## config.mk

```make
export PLATFORM = sky130hd
export DESIGN_NAME = pop_arbiter_out
export DESIGN_NICKNAME = d
export VERILOG_FILES = /design/src/rtl/pop_arbiter_out.sv
export SDC_FILE = /design/constraint.sdc
export NUM_CORES = 1
export LEC_CHECK = 0
export BUFFER_PORTS_ARGS = -buffer_cell sky130_fd_sc_hd__buf_2
export CORE_MARGIN = 2
export CORE_UTILIZATION = 58
export CTS_BUF_LIST = sky130_fd_sc_hd__clkbuf_8
export DETAILED_ROUTE_END_ITERATION = 10
export PLACE_DENSITY = 0.87
export SYNTH_ARGS = -nofsm -noshare
export SYNTH_HDL_FRONTEND = slang
export SYNTH_SLANG_ARGS = --single-unit
```

## constraint.sdc

```tcl
create_clock -name clk -period 5.8 [get_ports clk]
set_input_delay 0.58 -clock clk [delete_from_list [all_inputs] [get_ports clk]]
set_output_delay 0.58 -clock clk [all_outputs]
set_load 0.02 [all_outputs]
```

## src/rtl/pop_arbiter_out.sv

```systemverilog
// ---------------------------------------------------------------------------
// pop_arbiter_out
//
// Round-robin pop arbiter between two upstream FIFOs (D0, D1) feeding a
// 2-entry output buffer. Pop requests are registered; the FIFO read data
// arrives while the pop request is high and is captured into the buffer
// tail at the end of that cycle. The buffer head is presented downstream
// with a valid/ready handshake, and every delivered word is counted per
// source.
//
// Ports
//   clk            in   1  sole clock, rising edge
//   reset          in   1  synchronous, active-low reset
//   data_out_D0    in   6  read data from D0 FIFO
//   data_out_D1    in   6  read data from D1 FIFO
//   empty_fifo_D0  in   1  D0 FIFO empty flag
//   empty_fifo_D1  in   1  D1 FIFO empty flag
//   ready_in       in   1  downstream accepts data_out this cycle
//   D0_pop         out  1  registered pop request to D0 FIFO
//   D1_pop         out  1  registered pop request to D1 FIFO
//   data_out       out  6  word presented downstream (buffer head)
//   valid_out      out  1  data_out holds a word
//   src_out        out  1  source of data_out (0 = D0, 1 = D1)
//   count_D0       out  5  words delivered from D0, wrapping
//   count_D1       out  5  words delivered from D1, wrapping
// ---------------------------------------------------------------------------
module pop_arbiter_out (
    input  logic       clk,
    input  logic       reset,
    input  logic [5:0] data_out_D0,
    input  logic [5:0] data_out_D1,
    input  logic       empty_fifo_D0,
    input  logic       empty_fifo_D1,
    input  logic       ready_in,
    output logic       D0_pop,
    output logic       D1_pop,
    output logic [5:0] data_out,
    output logic       valid_out,
    output logic       src_out,
    output logic [4:0] count_D0,
    output logic [4:0] count_D1
);

    typedef enum logic {
        PRIO_D0 = 1'b0,
        PRIO_D1 = 1'b1
    } prio_t;

    prio_t      prio;
    prio_t      prio_next;

    logic [5:0] buf_data [2];
    logic       buf_src  [2];
    logic [1:0] occupancy;

    logic       in_flight;
    logic       transfer;
    logic       room;
    logic       wr_idx;
    logic [2:0] committed;
    logic [5:0] cap_data;
    logic       cap_src;
    logic       pop_d0_next;
    logic       pop_d1_next;

    // A pop request that is high this cycle has its data on the FIFO read
    // port now, so it is captured at the coming edge.
    assign in_flight = D0_pop | D1_pop;
    assign cap_src   = D1_pop;
    assign cap_data  = D1_pop ? data_out_D1 : data_out_D0;

    assign valid_out = (occupancy != 2'd0);
    assign transfer  = valid_out & ready_in;
    assign data_out  = buf_data[0];
    assign src_out   = buf_src[0];

    // Words that will sit in the buffer after the coming edge. A new pop is
    // only safe when that leaves a free slot for its data one edge later.
    // transfer implies occupancy >= 1, so this never underflows.
    assign committed = {1'b0, occupancy} + {2'b00, in_flight} - {2'b00, transfer};
    assign room      = (committed < 3'd2);

    // Tail slot for the captured word, accounting for a same-cycle shift of
    // the head out of the buffer.
    assign wr_idx = transfer ? (occupancy == 2'd2) : (occupancy != 2'd0);

    // Round-robin choice: with both sources ready the one named by prio wins
    // and prio flips; with one source ready it wins and prio points at the
    // other, so the idle source gets the next tie.
    always_comb begin
        pop_d0_next = 1'b0;
        pop_d1_next = 1'b0;
        prio_next   = prio;
        if (room) begin
            if (!empty_fifo_D0 && !empty_fifo_D1) begin
                if (prio == PRIO_D0) begin
                    pop_d0_next = 1'b1;
                    prio_next   = PRIO_D1;
                end else begin
                    pop_d1_next = 1'b1;
                    prio_next   = PRIO_D0;
                end
            end else if (!empty_fifo_D0) begin
                pop_d0_next = 1'b1;
                prio_next   = PRIO_D1;
            end else if (!empty_fifo_D1) begin
                pop_d1_next = 1'b1;
                prio_next   = PRIO_D0;
            end
        end
    end

    // Buffer, counters and pop registers. The shift of the head and the tail
    // write are ordered so a simultaneous capture and transfer lands in the
    // slot freed by the shift, keeping arrival order.
    always_ff @(posedge clk) begin
        if (!reset) begin
            D0_pop      <= 1'b0;
            D1_pop      <= 1'b0;
            prio        <= PRIO_D0;
            occupancy   <= 2'd0;
            buf_data[0] <= 6'd0;
            buf_data[1] <= 6'd0;
            buf_src[0]  <= 1'b0;
            buf_src[1]  <= 1'b0;
            count_D0    <= 5'd0;
            count_D1    <= 5'd0;
        end else begin
            D0_pop    <= pop_d0_next;
            D1_pop    <= pop_d1_next;
            prio      <= prio_next;
            occupancy <= occupancy + {1'b0, in_flight} - {1'b0, transfer};

            if (transfer) begin
                buf_data[0] <= buf_data[1];
                buf_src[0]  <= buf_src[1];
                if (src_out) begin
                    count_D1 <= count_D1 + 5'd1;
                end else begin
                    count_D0 <= count_D0 + 5'd1;
                end
            end

            if (in_flight) begin
                buf_data[wr_idx] <= cap_data;
                buf_src[wr_idx]  <= cap_src;
            end
        end
    end

endmodule
```

# After elaboration in Yosys (flattened, before gate mapping)
# Memory sizes are Yosys's and may differ from the RTL's.
# Cells that the tools add are included.
[classes] bitwise_logic=5 muxes=27 mul=0 n_eq_ne=2 n_lt_le_gt_ge=1 div=0 add_sub_neg=6 reduce_logical=10 n_shift=0
[ops] operator="$mux 1" n=24
[ops] operator="$mux 6" n=3
[ops] operator="$add 5x1->5 const B" n=2
[ops] operator="$reduce_and 2->1" n=4
[ops] operator="$reduce_or 6->1" n=1
[ops] operator="$add 2x1->3" n=1
[ops] operator="$lt 3x2->1 const B" n=1
[ops] operator="$ne 3x2->1 const B" n=1
[ops] operator="$or 1x1->1" n=3
[ops] operator="$sub 3x1->3" n=1
[ops] operator="$add 2x1->2" n=1
[ops] operator="$eq 2x2->1 const B" n=1
[ops] operator="$logic_not 1->1" n=2
[ops] operator="$reduce_bool 2->1" n=1
[ops] operator="$sub 2x1->2" n=1
[ops] operator="$and 1x1->1" n=1
[ops] operator="$logic_and 1x1->1" n=1
[ops] operator="$not 1->1" n=1
[ops] operator="$reduce_or 1->1" n=1
[totals] latch_bits=0 romBits=0 mem_bits_rw=14 n_memories=2 reg_bits=15 wordCells=59
[memory_table] memory="buf_data" depth=2 width=6 rd=2 rd_ports_with_merged_regs=0 write_ports=2 line="52" rtl="logic [5:0] buf_data [2];"
[memory_table] memory="buf_src" depth=2 width=1 rd=2 rd_ports_with_merged_regs=0 write_ports=2 line="53" rtl="logic buf_src [2];"

# Logic depth before layout (Yosys ltp)
# Gate-level depths: netlist of run 1.
[depth] word_depth=6 mapped_depth=10

# Worst setup path before layout of run 1
# No wires, ideal clock.
[synth_path] path_type="input -> register" from="in ready_in" to="reg prio" setup_ns=0.091 slack_ns=3.520 arrival_ns=2.189 cell_stages=10 required_time_ns=5.709 path_cell_list="o21ai_2 -> buf_6 -> inv_1 -> ha_1 -> inv_1 -> ha_1 -> fa_1 -> xor2_1 -> a31oi_1 -> a311oi_1"
[synth_between] elab_chain_len=4
[synth_lines] item="from (decl)" line="34" rtl="input logic ready_in,"
[synth_lines] item="$and 1x1->1" line="73" rtl="assign transfer = valid_out & ready_in;"
[synth_lines] item="$sub 3x1->3" line="80" rtl="assign committed = {1'b0, occupancy} + {2'b00, in_flight} - {2'b00, transfer};"
[synth_lines] item="$lt 3x2->1" line="81" rtl="assign room = (committed < 3'd2);"
[synth_lines] item="$reduce_and 2->1 (no line)"
[synth_lines] item="to (signal assigned)" line="131" rtl="prio <= prio_next;"
[synth_lines] item="to (decl)" line="49" rtl="prio_t prio;"
# No other way between the ends.
# A chain may end at the register's enable or synchronous reset.

# Worst setup path after layout of run 1
[layout_path] from="reg occupancy[1]" to="reg prio"
[layout_between] elab_chain_len=5 word_cells_on_any_way=6
[layout_lines] item="from (decl)" line="54" rtl="logic [1:0] occupancy;"
[layout_lines] item="from (signal assigned)" line="132" rtl="occupancy <= occupancy + {1'b0, in_flight} - {1'b0, transfer};"
[layout_lines] item="branches (longest 2 deep; another with $add 2x1->3)"
[layout_lines] item="$sub 3x1->3 *" line="80"
[layout_lines] item="$lt 3x2->1 *" line="81"
[layout_lines] item="$reduce_and 2->1 (no line) *"
# Mark *: on every way between the ends.

==> results of run 1 <==
[report_power, final]
group | switching [W] | internal, W
Clock | 0.0000712 | 0.0000810
Sequential | 0.0000371 | 0.000256
Combinational | 0.000127 | 0.0000754
Total | 0.000235 | 0.000413
[how the worst max path moves through the flow]
| stage | end | cells after the start | slack, ns |
|---|---|---|---|
| 6_report | prio | 9 | 3.28 |
| 4_1_cts | prio | 9 | 3.26 |
| 5_1_grt | D0_pop | 9 | 3.03 |
| 3_3_place_gp | prio | 10 | 3.26 |
| 2_1_floorplan | prio | 10 | 3.52 |
| 3_5_place_dp | prio | 10 | 3.15 |
[flip-flops by register name, indices dropped and copies added, names as in the netlist]
register and flops:
D0_pop 1, D1_pop 1, buf_data 12, buf_src 2, count_D0 5, count_D1 5, occupancy 2, prio 1
[cell type report]
| class | instances | area [sq um] |
|---|---|---|
| clock buffer | 5 | 68.8 |
| clock inverter | 3 | 13.8 |
| sequential | 29 | 701 |
| tap | 28 | 35.0 |
| timing repair buffer | 36 | 180 |
| fill | 180 | 597 |
| inverter | 10 | 37.5 |
| multi-input combinational | 87 | 601 |
[synth_stat cells (all sizes together), types with 2 or more instances]
| master | n | area share, % |
|---|---|---|
| a21oi | 10 | 4.4 |
| and2 | 2 | 0.91 |
| buf | 4 | 2.1 |
| dfxtp | 17 | 25 |
| edfxtp | 12 | 26 |
| ha | 4 | 3.6 |
| inv | 10 | 2.7 |
| mux2i | 8 | 5.8 |
| nand2 | 6 | 1.6 |
| nand3 | 6 | 2.2 |
| nor2 | 12 | 3.3 |
| nor4 | 2 | 0.91 |
| o211ai | 2 | 1.1 |
| o21ai | 6 | 2.4 |
| o2bb2ai | 6 | 3.8 |
| o31ai | 4 | 2.2 |
| or3 | 4 | 1.8 |
| or4 | 3 | 1.6 |
| xor2 | 3 | 1.9 |
[logic make-up (layout without fill, tap and decap cells)]
group | after synthesis | in the layout | share of synthesized area [%]
and+or+nand+nor | 39 | 39 | 14.5
xor gates and xnor gates | 3 | 3 | 1.90
AOI/OAI and AO/OA | 32 | 32 | 16.2
muxes | 8 | 8 | 5.80
adders and majority gates | 5 | 5 | 5.07
buffers and inverters | 15 | 54 | 5.80
DFF | 29 | 29 | 50.7
[through the flow]
stage                     area [sq um]  utilization (%)  worst slack (ns)
after detailed placement          1550             69.6              3.15
after global routing              1640             73.3              3.03
after global placement            1550             69.6              3.26
final                             1640             73.3              3.28
after CTS                         1640             73.3              3.26
after floorplan                   1380                -              3.52
[layer usage]
layer	share of wire [%]	wire (um)
met5	0	0
met4	1.4	37
met3	6.2	162
met2	47	1230
met1	45	1180
[critical path, cell delays in order (launching register included)]
cell      delay [ns]
dfxtp_1         0.38
o21ai_2         0.38
inv_1           0.17
ha_1            0.32
inv_1           0.04
ha_1            0.18
fa_1            0.37
xor2_1          0.22
a31oi_1         0.11
a311oi_1        0.26
[cells in the final DEF, fill, tap and decap left out, types with 2 or more instances in the layout]
master and n:
buf_2 36, dfxtp_1 17, nor2_1 12, edfxtp_1 12
inv_1 11, a21oi_1 9, mux2i_1 8, nand2_1 6
o2bb2ai_1 6, nand3_1 6, o21ai_0 5, clkbuf_8 5
or3_1 4, o31ai_1 4, ha_1 4, xor2_1 3
or4_1 3, and2_1 2, o211ai_1 2, nor4_1 2
clkinv_2 2
==> flow_summary.yaml, run 1 <==
job:
  drv_cap: 0
timing:
  setup_viol: 0
  grt_setup_unrepaired: "false"
  fin_skew_ns: 0.00197
  report.final.hold_viol_count: 0
  whs_ns: 0.486
  fmax_ghz: 0.397
  relSlewSlack_pct: 64.1
  slew_viol_final: 0
  period_share_pct: 43.4
  worst_pin_slew_ns: 0.537
  tns_ns: 0
  period_minus_slack_ns: 2.52
drt:
  drc: 0
  firstDrtPassIters: 4
  vias: 1077
  vias_per_cell: 5.44
  drtAntennaViolNets: 0
  drt_iter0_drc: 13
  routedWlPerCell_um: 13.2
  wl_mm: 2.61
pwr:
  irDropWorstVdd_uv: 281
  power_w: 0.000648
  powerDensity_mw_per_mm2: 396
  power_leakage_nw: 0.701
logic_synthesis:
  synth_edf_count: 12
  syn_nets: 153
  async_reset_ff_share_pct: 0
  avgSynthCellArea_sq_um: 10.5
  synth_warnings: 0
  synth_cell_type_count: 33
  synth_area_sq_mm: 0.00138
  ys_seq_elements: 29
  ys_seq_area_share_pct: 50.7
  syn_inst: 131
  synth_flop_cell: "dfxtp_1"
cts:
  cts_sinks: 29
  cts_resized: 0
  h-tree-depth: 2
  clk_latency_ns: 0.27
  cts.clk_slew.worst_paths_ns: 0.06
  post_cts_buffers: 0
  clockBufferDepth: 2
  cts_tree: "done"
  cts_made_buffers: 5
  cts_hold_buf: 0
  cts_root_buf: "clkbuf_8"
global_routing:
  grt_max_degree: 16
  grtUsageMet1_pct: 27.1
  grt.busiest_layer: "met2"
  met3_usage_pct: 6.57
  antenna_found_initial: 0
  grtUsageMet2_pct: 33.8
  grt_pass1_wl_mm: 4.17
  track_usage_pct: 21.4
  grt_pass1_vias: 976
  grt-ovfl-total: 0
min_path:
  worstHoldEndpoint: "buf_src[1]"
  hold_path.class: "register to register"
  worstHoldStart: "buf_src[1]"
  holdPathStages: 2
floorplan:
  die-area_sq_mm: 0.00279
  start_util_pct: 61.8
  core-area_sq_mm: 0.00223
  rows: 17
  io_pins: 37
  dieWidth_um: 52.8
  die_h_um: 52.8
setup_path:
  worst-setup-path-type: "register to register"
  reg2reg_slack_ns: 3.28
  cp-end-kind: "register"
  startpoint: "occupancy[1]"
  start_kind: "register"
  timing.rr.end: "prio"
  reg2reg_depth: 9
  cp_data_arrival_time_ns: 2.69
  crit_path_max_fanout: 11
  r2r_start: "occupancy[1]"
  worstPathRequired_ns: 5.98
final_layout:
  n_antenna_cell: 0
  layout-drive-gt1-share_pct: 27.1
  area_growth_pct: 18.5
  num-nets-final: 191
  instances_no_fill: 198
placement:
  dp_cells: 190
  dpl.hpwl_mm: 1.96
  port_buffers: 36
  routabilityCongestion: 0.778
outcome:
  status: "finished clean"
Note: power is estimated with default switching activity, not from simulation.
==> inputs of run 2 (changes only) <==
Settings changed: ABC_AREA set to 1, CORE_ASPECT_RATIO set to 2, CORE_UTILIZATION 58 to 55, PLACE_DENSITY 0.87 to 0.82.
Clock period 5.8 ns to 2.55 ns, I/O delays scaled along.
==> flow_summary.yaml, run 2 <==
outcome:
  status: "finished clean"
placement:
  routabilityCongestion: 0.787
  postPlaceCellArea_sq_mm: 0.00171
  dpl.hpwl_mm: 2.36
  port_buffers: 36
  place_ws_ns: 0.230
timing:
  report.final.hold_viol_count: 0
  fmax_ghz: 0.441
  setup_viol: 0
  grt_setup_unrepaired: "false"
  worst_pin_slew_ns: 0.335
  tns_ns: 0
  slew_viol_final: 0
  period_share_pct: 88.9
  whs_ns: 0.234
  relSlewSlack_pct: 77.7
  period_minus_slack_ns: 2.27
  fin_skew_ns: 0.00567
  postLayoutSetupSlackWorst_ns: 0.282
final_layout:
  final_area_sq_mm: 0.00181
  layout_commonest_cell: "nand2_1"
  num-nets-final: 247
  n_antenna_cell: 0
  reg_top3: "buf_data x12, count_D0 x5, count_D1 x5"
  area_growth_pct: 19.7
  layout-drive-gt1-share_pct: 24.3
  top_register: "buf_data"
  layout_common_cells: "nand2_1, buf_2, inv_1, dfxtp_1, nand3_1"
  largest_reg_flops: 12
setup_path:
  path_delay_family: "adder cells"
  r2r_start: "occupancy[0]"
  timing.rr.end: "prio"
  worst-setup-path-type: "register to register"
  reg2reg_slack_ns: 0.28
  cp_cell_sequence: "inv_1 > nand2_4 > nand2_2 > inv_1 > ha_1 > inv_1 > ha_1 > fa_1 > inv_1 > nand2_1 > nor2_1 > nand2_1 > nand2_1 > a21oi_1"
  crit_path_max_fanout: 6
  cp_num_buf_inv: 4
  cp_data_arrival_time_ns: 2.44
  critPathMostFrequentCell: "inv_1"
  cp-end-kind: "register"
  worstPathRequired_ns: 2.73
  worst_path_max_delay_cell: "fa_1"
  start_kind: "register"
  max_stage_delay_ns: 0.46
  reg2reg_depth: 14
cts:
  clk_latency_ns: 0.28
  cts_sinks: 29
  cts_resized: 0
  cts_hold_buf: 0
  post_cts_buffers: 0
  cts_made_buffers: 5
  cts.clk_slew.worst_paths_ns: 0.06
  cts_root_buf: "clkbuf_8"
  clockBufferDepth: 2
  cts_tree: "done"
  h-tree-depth: 2
logic_synthesis:
  synth_area_sq_mm: 0.00151
  synth_flop_cell: "dfxtp_1"
  synth_edf_count: 12
  ys_seq_elements: 29
  synth_area_leader_cell: "edfxtp_1"
  syn_inst: 184
  synth_warnings: 0
  synthTopCellsByArea: "edfxtp_1, dfxtp_1, nand2_1"
  ys_seq_area_share_pct: 46.4
  async_reset_ff_share_pct: 0
  synth_cell_type_count: 22
  syn_nets: 206
  synthTopCellsByCount: "nand2_1, inv_1, dfxtp_1, nand3_1, a21oi_1"
  synth_top_area_share_pct: 23.9
  avgSynthCellArea_sq_um: 8.20
  synth_most_common_cell: "nand2_1"
drt:
  drtAntennaViolNets: 0
  wl_mm: 3.03
  vias_per_cell: 5.28
  vias: 1342
  drt_iter0_drc: 26
  routedWlPerCell_um: 11.9
  drc: 0
  firstDrtPassIters: 4
floorplan:
  start_util_pct: 58.7
  rows: 26
  die_h_um: 78.1
  die-area_sq_mm: 0.00320
  io_pins: 37
  core-area_sq_mm: 0.00257
  dieWidth_um: 41.0
min_path:
  holdPathStages: 4
  hold_path.class: "primary input to register"
  worstHoldEndpoint: "D0_pop"
  worstHoldStart: "empty_fifo_D0"
global_routing:
  track_usage_pct: 22.9
  grt_pass1_wl_mm: 5.02
  grt-ovfl-total: 0
  grt_max_degree: 16
  grt_pass1_vias: 1235
  antenna_found_initial: 0
job:
  drv_cap: 0
pwr:
  irDropWorstVdd_uv: 536
  powerDensity_mw_per_mm2: 845
  power_w: 0.00153
  power_leakage_nw: 0.887
-- run 2: cell count changes in the layout (fill, tap and decap cells not counted), sizes merged, moves of 4 or more --
cell,previous run,this run
nand2,6,56
inv,11,27
nand3,6,17
mux2i,8,0
o2bb2ai,6,0
nand3b,1,6
nand4,0,5
o31ai,4,0
or3,4,0
-- run 2: final cells by class --
type	instances	area [sq um]
Clock inverter	2	7.51
Timing Repair Buffer	37	188
Tap cell	28	35.0
Sequential cell	29	701
Clock buffer	6	82.6
Inverter	25	93.8
Fill cell	207	763
Multi-Input combinational cell	127	699
-- run 2: report_power, final --
group	switching (W)	internal, W
Combinational	0.000363	0.000171
Clock	0.000165	0.000211
Sequential	0.0000399	0.000576
-- run 2: stage by stage --
step                      util [%]  instances
final                         70.3        254
after global routing          70.3        254
after CTS                     70.2        254
after detailed placement      66.7        246
after global placement        66.7        246
after floorplan                  -        184
-- run 2: worst register-to-register path: stages, from the launching register on --
cell and delay, ns:
dfxtp_1 0.34, inv_1 0.16, nand2_4 0.10, nand2_2 0.12, inv_1 0.06, ha_1 0.27
inv_1 0.04, ha_1 0.18, fa_1 0.46, inv_1 0.07, nand2_1 0.05, nor2_1 0.11
nand2_1 0.08, nand2_1 0.07, a21oi_1 0.04
-- run 2: worst max path at each step --
stage	startpoint	endpoint	slack [ns]	depth (start not counted)
after floorplan	occupancy[0]	prio	0.36	14
after global placement	occupancy[0]	prio	0.33	14
after detailed placement	occupancy[0]	prio	0.23	14
after CTS	occupancy[0]	prio	0.23	13
after global routing	occupancy[1]	prio	0.07	14
final	occupancy[0]	prio	0.28	14
-- run 2: logic make-up (layout without fill, tap and decap cells) --
kind of cell / after synthesis / in the layout / synth area share (%)
simple gates: 100 / 100 / 33.0
flops: 29 / 29 / 46.4
buf+inv: 28 / 70 / 7.38
compound gates: 20 / 20 / 7.38
fa+ha+maj: 5 / 5 / 4.64
xor+xnor: 2 / 2 / 1.16
-- run 2: metal layers --
layer | vias to the layer above | track usage (%) | wire length, um | part of all wire, %
li1 | 682 | - | - | -
met1 | 614 | 22.7 | 1050 | 35
met2 | 40 | 38.9 | 1740 | 57
met3 | 6 | 6.78 | 165 | 5.4
met4 | 0 | 11.3 | 75 | 2.5
met5 | - | 0 | 0 | 0
==> inputs of run 3 (changes only) <==
Settings changed: CORE_UTILIZATION 55 to 50, PLACE_DENSITY 0.82 to 0.76.
==> flow_summary.yaml, run 3 (synthesis gave the netlist of run 2 again) <==
setup_path:
  crit_path_max_fanout: 6
  r2r_start: "occupancy[0]"
  worstPathRequired_ns: 2.75
  cp_data_arrival_time_ns: 2.54
  cp-end-kind: "register"
  startpoint: "occupancy[0]"
  worst-setup-path-type: "register to register"
  start_kind: "register"
timing:
  fin_skew_ns: 0.00686
  whs_ns: 0.252
  grt_setup_unrepaired: "false"
  setup_viol: 0
  tns_ns: 0
  report.final.hold_viol_count: 0
  fmax_ghz: 0.428
  period_share_pct: 91.6
  relSlewSlack_pct: 78.1
  worst_pin_slew_ns: 0.327
  slew_viol_final: 0
  period_minus_slack_ns: 2.34
  postLayoutSetupSlackWorst_ns: 0.214
global_routing:
  track_usage_pct: 20.2
  grt_pass1_wl_mm: 5.31
  grt_pass1_vias: 1306
  grt-ovfl-total: 0
  antenna_found_initial: 0
  grt_max_degree: 16
pwr:
  irDropWorstVdd_uv: 515
  switching_share_pct: 37.9
  switching_power_w: 0.000567
  powerDensity_mw_per_mm2: 832
  power_leakage_nw: 0.881
  seqPwrFrac_pct: 41.1
  power_w: 0.00149
  p_comb_share_pct: 35.9
  internal_power_w: 0.000927
  power.share.clock_pct: 23.0
cts:
  cts_tree: "done"
  clockBufferDepth: 2
  post_cts_buffers: 0
  cts_hold_buf: 0
  clk_latency_ns: 0.28
  cts_sinks: 29
  cts_made_buffers: 5
  cts_resized: 0
  cts_root_buf: "clkbuf_8"
  cts.clk_slew.worst_paths_ns: 0.05
  h-tree-depth: 2
drt:
  routedWlPerCell_um: 11.9
  firstDrtPassIters: 4
  wl_mm: 3.04
  drc: 0
  drtAntennaViolNets: 0
  vias: 1301
  drt_iter0_drc: 23
  vias_per_cell: 5.08
final_layout:
  layout_commonest_cell: "nand2_1"
  n_antenna_cell: 0
  layout-drive-gt1-share_pct: 23.5
  largest_reg_flops: 12
  reg_top3: "buf_data x12, count_D0 x5, count_D1 x5"
  layout_common_cells: "nand2_1, buf_2, inv_1, dfxtp_1, nand3_1"
  area_growth_pct: 19.1
  nFillCells: 278
  fin_util_pct: 61.8
  num-nets-final: 247
  top_register: "buf_data"
floorplan:
  rows: 28
  die-area_sq_mm: 0.00350
  start_util_pct: 51.9
  die_h_um: 81.7
  core-area_sq_mm: 0.00291
  dieWidth_um: 42.8
  io_pins: 37
placement:
  place_ws_ns: 0.223
  port_buffers: 36
  routabilityCongestion: 0.801
  dpl.hpwl_mm: 2.36
job:
  drv_cap: 0
min_path:
  hold_path.class: "primary input to register"
  worstHoldStart: "empty_fifo_D1"
outcome:
  status: "finished clean"
-- run 3: cell count changes in the layout (fill, tap and decap cells not counted), sizes merged --
cell | previous run | this run
clkbuf | 6 | 5
clkinv | 0 | 1
-- run 3: cell type report --
type | instances | area (sq um) | share of cell area (%)
clock buffers | 5 | 68.8 | 3.83
clock inverters | 3 | 11.3 | 0.627
inverters | 25 | 93.8 | 5.22
multi-input cells | 127 | 697 | 38.8
flip-flops and latches | 29 | 701 | 39.0
well taps | 30 | 37.5 | 2.09
repair buffers | 37 | 188 | 10.4
-- run 3: power groups by stage --
stage                     Combinational, W  Clock [W]  Sequential, W
after floorplan                   0.000320          0       0.000693
after global placement            0.000526          0       0.000620
after detailed placement          0.000541          0       0.000625
after CTS                         0.000542   0.000354       0.000616
after global routing              0.000603   0.000377       0.000622
final                             0.000536   0.000344       0.000614
-- run 3: path summary, 6_finish.rpt --
kind                                to  slack, ns  depth (start not counted)
worst max register to register  D0_pop       0.21                         13
worst min register to register    prio       0.46                          2
worst min-delay path            D1_pop       0.25                          4
worst max-delay path            D0_pop       0.21                         13
-- run 3: per-layer routing --
layer | global-route usage (%) | vias to the layer above | share of wire (%)
met1 | 18.2 | 588 | 37
met3 | 5.71 | 7 | 4.6
li1 | - | 680 | -
met2 | 39.2 | 26 | 56
met5 | 0 | - | 0
met4 | 9.69 | 0 | 2.2
-- run 3: worst max-delay path, cell delays in order (launching register included) --
cell	delay [ns]
dfxtp_1	0.34
inv_1	0.16
nand2_4	0.10
nand2_1	0.18
inv_1	0.08
ha_1	0.27
inv_1	0.04
ha_1	0.18
fa_1	0.47
inv_1	0.07
nand2_1	0.05
nor2_1	0.12
nand2_1	0.09
nor3_1	0.12
-- run 3: stage by stage --
step | cell area (sq um) | cells
floorplan | 1510 | 184
global placement | 1720 | 248
detailed placement | 1720 | 248
CTS | 1800 | 256
global route | 1800 | 256
finish | 1800 | 256
